==> src/rtl/vec_load_unit_if.sv <==
// ----------------------------------------------------------------------------
// vec_load_unit_if
//
// Purpose:
//   Bundles every handshake and data bus that the vector load unit exposes:
//   the command queue port, the memory request/response ports, the vector
//   register-file write port and the completion pulse.
//
// Modports:
//   master - the environment around the unit (command queue, memory,
//            register file, sequencer)
//   slave  - the vector load unit itself
//
// Signals:
//   recv_msg/recv_val/recv_rdy        command {vd, vl, base} from the queue
//   memreq_addr/memreq_val/memreq_rdy element read requests to memory
//   memresp_data/memresp_val/memresp_rdy in-order read responses
//   rf_wen/rf_waddr/rf_widx/rf_wdata  element writes into the register file
//   done                              one-cycle completion pulse
// ----------------------------------------------------------------------------
interface vec_load_unit_if #(
    parameter int ADDR_W   = 32,
    parameter int DATA_W   = 32,
    parameter int VLEN_MAX = 8,
    parameter int VL_W     = $clog2(VLEN_MAX + 1),
    parameter int CMD_W    = 5 + VL_W + ADDR_W,
    parameter int IDX_W    = $clog2(VLEN_MAX)
);
    logic [CMD_W-1:0]  recv_msg;
    logic              recv_val;
    logic              recv_rdy;

    logic [ADDR_W-1:0] memreq_addr;
    logic              memreq_val;
    logic              memreq_rdy;

    logic [DATA_W-1:0] memresp_data;
    logic              memresp_val;
    logic              memresp_rdy;

    logic              rf_wen;
    logic [4:0]        rf_waddr;
    logic [IDX_W-1:0]  rf_widx;
    logic [DATA_W-1:0] rf_wdata;

    logic              done;

    modport master (
        output recv_msg, recv_val,
        input  recv_rdy,
        input  memreq_addr, memreq_val,
        output memreq_rdy,
        output memresp_data, memresp_val,
        input  memresp_rdy,
        input  rf_wen, rf_waddr, rf_widx, rf_wdata,
        input  done
    );

    modport slave (
        input  recv_msg, recv_val,
        output recv_rdy,
        output memreq_addr, memreq_val,
        input  memreq_rdy,
        input  memresp_data, memresp_val,
        output memresp_rdy,
        output rf_wen, rf_waddr, rf_widx, rf_wdata,
        output done
    );
endinterface

==> src/rtl/vec_load_unit.sv <==
// ----------------------------------------------------------------------------
// vec_load_unit
//
// Purpose:
//   Pops one unit-stride vector load command at a time from the command
//   queue, issues one word read per element to memory and writes each
//   returned word straight into the vector register file. A one-cycle done
//   pulse follows the final element write (or the acceptance of an empty
//   command).
//
// Ports:
//   clk    - clock, all state updates on the rising edge
//   reset  - asynchronous, active-high reset
//   bus    - vec_load_unit_if.slave: command, memory request/response,
//            register-file write and done signals
// ----------------------------------------------------------------------------
module vec_load_unit #(
    parameter int ADDR_W   = 32,
    parameter int VLEN_MAX = 8
) (
    input  logic            clk,
    input  logic            reset,
    vec_load_unit_if.slave  bus
);
    localparam int VL_W  = $clog2(VLEN_MAX + 1);
    localparam int IDX_W = $clog2(VLEN_MAX);

    typedef enum logic {
        IDLE = 1'b0,
        BUSY = 1'b1
    } state_t;

    state_t            state_q;
    logic [4:0]        vd_q;
    logic [VL_W-1:0]   vl_eff_q;
    logic [ADDR_W-1:0] base_q;
    logic [VL_W-1:0]   req_cnt_q;
    logic [VL_W-1:0]   resp_cnt_q;
    logic              done_q;

    logic [4:0]        cmd_vd;
    logic [VL_W-1:0]   cmd_vl;
    logic [ADDR_W-1:0] cmd_base;
    logic [VL_W-1:0]   cmd_vl_eff;
    logic              recv_fire;
    logic              req_fire;
    logic              resp_fire;
    logic              last_resp;

    // Command fields; an oversized vl is clamped to the register length.
    assign cmd_vd     = bus.recv_msg[ADDR_W+VL_W +: 5];
    assign cmd_vl     = bus.recv_msg[ADDR_W +: VL_W];
    assign cmd_base   = bus.recv_msg[ADDR_W-1:0];
    assign cmd_vl_eff = (cmd_vl > VL_W'(VLEN_MAX)) ? VL_W'(VLEN_MAX) : cmd_vl;

    assign recv_fire  = bus.recv_val && bus.recv_rdy;
    assign req_fire   = bus.memreq_val && bus.memreq_rdy;
    assign resp_fire  = bus.memresp_val && bus.memresp_rdy;
    assign last_resp  = (resp_cnt_q == vl_eff_q - VL_W'(1));

    // Handshake outputs derive straight from the state register. Requests
    // are held until accepted because req_cnt only moves on a request fire,
    // and the address wraps naturally at 2^ADDR_W.
    assign bus.recv_rdy    = (state_q == IDLE);
    assign bus.memresp_rdy = (state_q == BUSY);
    assign bus.memreq_val  = (state_q == BUSY) && (req_cnt_q < vl_eff_q);
    assign bus.memreq_addr = base_q + (ADDR_W'(req_cnt_q) << 2);

    // Register-file writes happen in the very cycle a response fires, so the
    // write port is a pure function of the response handshake.
    assign bus.rf_wen   = resp_fire;
    assign bus.rf_waddr = vd_q;
    assign bus.rf_widx  = resp_cnt_q[IDX_W-1:0];
    assign bus.rf_wdata = bus.memresp_data;
    assign bus.done     = done_q;

    // Control FSM. IDLE latches a command; an empty command completes on the
    // spot. BUSY counts request and response fires independently (both may
    // fire in one cycle) and returns to IDLE on the last response, which lets
    // a new command be taken during the done cycle.
    always_ff @(posedge clk or posedge reset) begin
        if (reset) begin
            state_q    <= IDLE;
            vd_q       <= '0;
            vl_eff_q   <= '0;
            base_q     <= '0;
            req_cnt_q  <= '0;
            resp_cnt_q <= '0;
            done_q     <= 1'b0;
        end else begin
            done_q <= 1'b0;
            case (state_q)
                IDLE: begin
                    if (recv_fire) begin
                        vd_q     <= cmd_vd;
                        vl_eff_q <= cmd_vl_eff;
                        base_q   <= cmd_base;
                        if (cmd_vl_eff == '0) begin
                            done_q <= 1'b1;
                        end else begin
                            state_q    <= BUSY;
                            req_cnt_q  <= '0;
                            resp_cnt_q <= '0;
                        end
                    end
                end
                BUSY: begin
                    if (req_fire) begin
                        req_cnt_q <= req_cnt_q + VL_W'(1);
                    end
                    if (resp_fire) begin
                        resp_cnt_q <= resp_cnt_q + VL_W'(1);
                        if (last_resp) begin
                            state_q <= IDLE;
                            done_q  <= 1'b1;
                        end
                    end
                end
                default: state_q <= IDLE;
            endcase
        end
    end
endmodule

==> src/flat_wrapper.sv <==
// flat-port wrapper written by rule: the top's interface ports become plain ports
module vec_load_unit_flat 
#(
    parameter int ADDR_W   = 32,
    parameter int VLEN_MAX = 8
)
  (clk, reset, bus_recv_msg, bus_recv_val, bus_recv_rdy, bus_memreq_addr, bus_memreq_val, bus_memreq_rdy, bus_memresp_data, bus_memresp_val, bus_memresp_rdy, bus_rf_wen, bus_rf_waddr, bus_rf_widx, bus_rf_wdata, bus_done);
  vec_load_unit_if #(.ADDR_W(ADDR_W), .VLEN_MAX(VLEN_MAX)) bus_i ();
  input  logic clk;
  input  logic reset;
  input wire logic [$bits(bus_i.recv_msg)-1:0] bus_recv_msg;
  input wire logic [$bits(bus_i.recv_val)-1:0] bus_recv_val;
  output wire logic [$bits(bus_i.recv_rdy)-1:0] bus_recv_rdy;
  output wire logic [$bits(bus_i.memreq_addr)-1:0] bus_memreq_addr;
  output wire logic [$bits(bus_i.memreq_val)-1:0] bus_memreq_val;
  input wire logic [$bits(bus_i.memreq_rdy)-1:0] bus_memreq_rdy;
  input wire logic [$bits(bus_i.memresp_data)-1:0] bus_memresp_data;
  input wire logic [$bits(bus_i.memresp_val)-1:0] bus_memresp_val;
  output wire logic [$bits(bus_i.memresp_rdy)-1:0] bus_memresp_rdy;
  output wire logic [$bits(bus_i.rf_wen)-1:0] bus_rf_wen;
  output wire logic [$bits(bus_i.rf_waddr)-1:0] bus_rf_waddr;
  output wire logic [$bits(bus_i.rf_widx)-1:0] bus_rf_widx;
  output wire logic [$bits(bus_i.rf_wdata)-1:0] bus_rf_wdata;
  output wire logic [$bits(bus_i.done)-1:0] bus_done;
  assign bus_i.recv_msg = bus_recv_msg;
  assign bus_i.recv_val = bus_recv_val;
  assign bus_recv_rdy = bus_i.recv_rdy;
  assign bus_memreq_addr = bus_i.memreq_addr;
  assign bus_memreq_val = bus_i.memreq_val;
  assign bus_i.memreq_rdy = bus_memreq_rdy;
  assign bus_i.memresp_data = bus_memresp_data;
  assign bus_i.memresp_val = bus_memresp_val;
  assign bus_memresp_rdy = bus_i.memresp_rdy;
  assign bus_rf_wen = bus_i.rf_wen;
  assign bus_rf_waddr = bus_i.rf_waddr;
  assign bus_rf_widx = bus_i.rf_widx;
  assign bus_rf_wdata = bus_i.rf_wdata;
  assign bus_done = bus_i.done;
  vec_load_unit #(.ADDR_W(ADDR_W), .VLEN_MAX(VLEN_MAX)) u_core (.clk(clk), .reset(reset), .bus(bus_i));
endmodule
==> config.mk <==
export PLATFORM = sky130hd
export DESIGN_NAME = vec_load_unit_flat
export DESIGN_NICKNAME = d
export VERILOG_FILES = /design/src/rtl/vec_load_unit_if.sv /design/src/rtl/vec_load_unit.sv /design/src/flat_wrapper.sv
export SDC_FILE = /design/constraint.sdc
export NUM_CORES = 1
export LEC_CHECK = 0
export CELL_PAD_IN_SITES_DETAIL_PLACEMENT = 0
export CELL_PAD_IN_SITES_GLOBAL_PLACEMENT = 1
export CORE_ASPECT_RATIO = 1.2
export CORE_UTILIZATION = 29
export CTS_CLUSTER_DIAMETER = 60
export DETAILED_ROUTE_END_ITERATION = 10
export PLACE_DENSITY_LB_ADDON = 0.1
export SKIP_CTS_REPAIR_TIMING = 1
export SLEW_MARGIN = 20
export SYNTH_ARGS = -nofsm -noshare
export SYNTH_HDL_FRONTEND = slang
export SYNTH_SLANG_ARGS = --single-unit
==> constraint.sdc <==
create_clock -name clk -period 3.1 [get_ports clk]
set_input_delay 0.93 -clock clk [delete_from_list [all_inputs] [get_ports clk]]
set_output_delay 0.93 -clock clk [all_outputs]
set_load 0.01 [all_outputs]
==> run metrics <==
Critical Path AT=2.38 ns; Synth top area share=41.0%; Design Area, Final=0.00442 mm^2; overall power=3970 uW; status=finished, violations left; synth top area cells=dfrtp_1, nand2_1, buf_4; fmax=302 MHz; type of origin of the critical path=flop; latest clock arrival within the worst-skew pair=0.29 ns; count of boundary I/O pins=155; Finish-stage setup viols=12; critical path class=reg2out; Synth Register Bits=51; R2R Setup Slk=1.05 ns; hold endpoint=u_core.bus.rf_waddr[2]; Max-Cap Viols=0; Critical Path Start=u_core.req_cnt_q[0]; crit-path most repeated cell=buf_6; grt total ovfl=0; Core Area=0.0105 mm^2; drt via density=4.46; Clock Pin Slew Worst Setup and Hold Paths=0.06 ns; DR DRC count=0; Detail Route Antenna Nets=0; worst min path class=reg2reg; worst reg-to-reg path cell count=6; highest-delay cell along the critical path=dfrtp_1; FF-to-FF Start=u_core.req_cnt_q[1]; RSZ-0062 raised after global routing=true; delay-heaviest family, CP=buffers and inverters; layout cell share with drive strength beyond 1=22.1%; clk buf depth=2; Initial DRT Pass Iterations=4; Post-synth top cells=nand2_1, dfrtp_1, buf_4, xnor2_1, xor2_1; Hold Violations, Final=0; wire length per cell=13.5 um; initial core utilization=29.7%; Avg Inst Size Synth=8.48 um^2; P_leak=0.00214 uW; Slew Viols, Final=0; DR iter-0 viols=55; CTS buffer count=5; vias in the first global route=2663; number of port buffers=90; Worst slew margin=60.8%; H-tree depth=2; placed cells=576; count leader, synth=nand2_1; critical path depth=11; clock skew=0.00525 ns; crit path max fanout=4; Final Non-Filler Cells=590; CP cell instances=ha_4 -> buf_6 -> a211o_1 -> a21oi_2 -> buf_4 -> nor2_4 -> buf_6 -> buf_6 -> and3_4 -> xor2_1 -> buf_2; post-placement cell area=0.00415 mm^2; nets=551; failing checks=setup timing; Synth area leader=dfrtp_1; setup TNS=-0.974 ns; EDFF count, synth=0; Worst Path Required=2.17 ns; Mapped Cells=367; Final WS setup=-0.212 ns; die height=115 um; Row Count=41; n_diodes=0; Yosys cell types=38; Seq/Total Area, Yosys=41.0%; number of warning messages in the yosys log=0; HPWL after DPL=5810 um; via count=2631; initial antenna violation count=0; largest net degree at the start of global routing=28; Mapped Area=0.00311 mm^2; predominant post-synthesis flop cell=dfrtp_1; Async S/R FF share, synth=100%; RR Endpoint=u_core.req_cnt_q[3]; PD cells=899 mW/mm^2; Final min period=3.31 ns; Least-Margin Pin Slew=0.587 ns; GR Util All Layers=15.1%; hold_sp=u_core.bus.rf_waddr[2]; GPL Wtd Cong=0.722; CP max stage delay=0.41 ns; hold slack=0.474 ns; Root Driver=clkbuf_16; routed wire length=7980 um; Die Wd=96.6 um; hold path depth=2; Syn Nets=456; first-pass GRT wire length=13000 um; final period utilization=107%; Peak VDD IR=258 uV; CTS tree=built; CTS sink count=51; critical path buffer and inverter count=5; area delta synth->final=41.9%; Crit. End Element=primary output; full die area=0.0112 mm^2
[cell usage in the layout (no fill, tap or decap), drive strengths merged, types with 3 or more instances in the layout]
cell and count:
a21oi 4, and3 4, buf 64, clkbuf 8, clkdlybuf4s50 63, dfrtp 51, dlymetal6s2s 5, ha 10
inv 13, nand2 121, nand2b 3, nand3 7, nand3b 4, nand4 6, nor2 15, nor3 8
o21a 4, o21ai 15, xnor2 20, xor2 16
[where the power goes]
part           internal (uW)  switching, uW  leakage, uW
logic                   1170           1020      0.00144
registers                965            287     0.000637
clock network            291            231    0.0000628
[worst min-delay path, stage by stage, from the launching register on]
cell and delay, ns:
dfrtp_1 0.34, nand2_1 0.05, nand2_1 0.05
[metal layers]
layer	vias to the layer above	global-route usage (%)	part of all wire (%)	routed length [um]
met4	0	5.00	1.7	136
li1	1336	-	-	-
met1	1234	19.7	45	3620
met5	-	0	0	0
met3	8	2.36	4.1	331
met2	53	25.3	49	3890
[sequential cells by signal, summed over array words and instances, names as in the netlist]
| register | flops |
|---|---|
| u_core.bus.memresp_rdy | 1 |
| u_core.bus.done | 1 |
| u_core.resp_cnt_q | 4 |
| u_core.vl_eff_q | 4 |
| u_core.base_q | 32 |
| u_core.req_cnt_q | 4 |
| u_core.bus.rf_waddr | 5 |
[worst max-delay path by stage]
stage | to | slack, ns
floorplan | bus_memreq_addr[19] | 0.21
global placement | bus_memreq_addr[28] | -0.23
detailed placement | bus_memreq_addr[28] | -0.23
CTS | bus_memreq_addr[28] | -0.56
global route | bus_memreq_addr[27] | -0.30
finish | bus_memreq_addr[27] | -0.21
[through the flow]
| stage | utilization, % | setup WS [ns] |
|---|---|---|
| floorplan | - | 0.214 |
| global placement | 39.7 | -0.227 |
| detailed placement | 39.7 | -0.229 |
| CTS | 40.9 | -0.558 |
| global route | 42.2 | -0.301 |
| finish | 42.2 | -0.212 |
[cells by family (layout without fill, tap and decap cells)]
logic type / after synthesis / after routing / share of synthesized area (%)
mux: 1 / 1 / 0.322
xor+xnor: 36 / 36 / 10.1
compound gates: 32 / 32 / 7.11
fa+ha+maj: 11 / 11 / 4.66
buf+inv: 59 / 153 / 11.6
simple gates: 177 / 177 / 25.2
flops: 51 / 51 / 41.0
[cell type report]
cell class	instances	area (um^2)
Fill cell	1128	6050
Multi-Input combinational cell	257	1630
Sequential cell	51	1280
Timing Repair Buffer	134	1180
Tap cell	129	161
Clock buffer	6	129
Inverter	13	48.8
(Power assumes the default switching activity.)
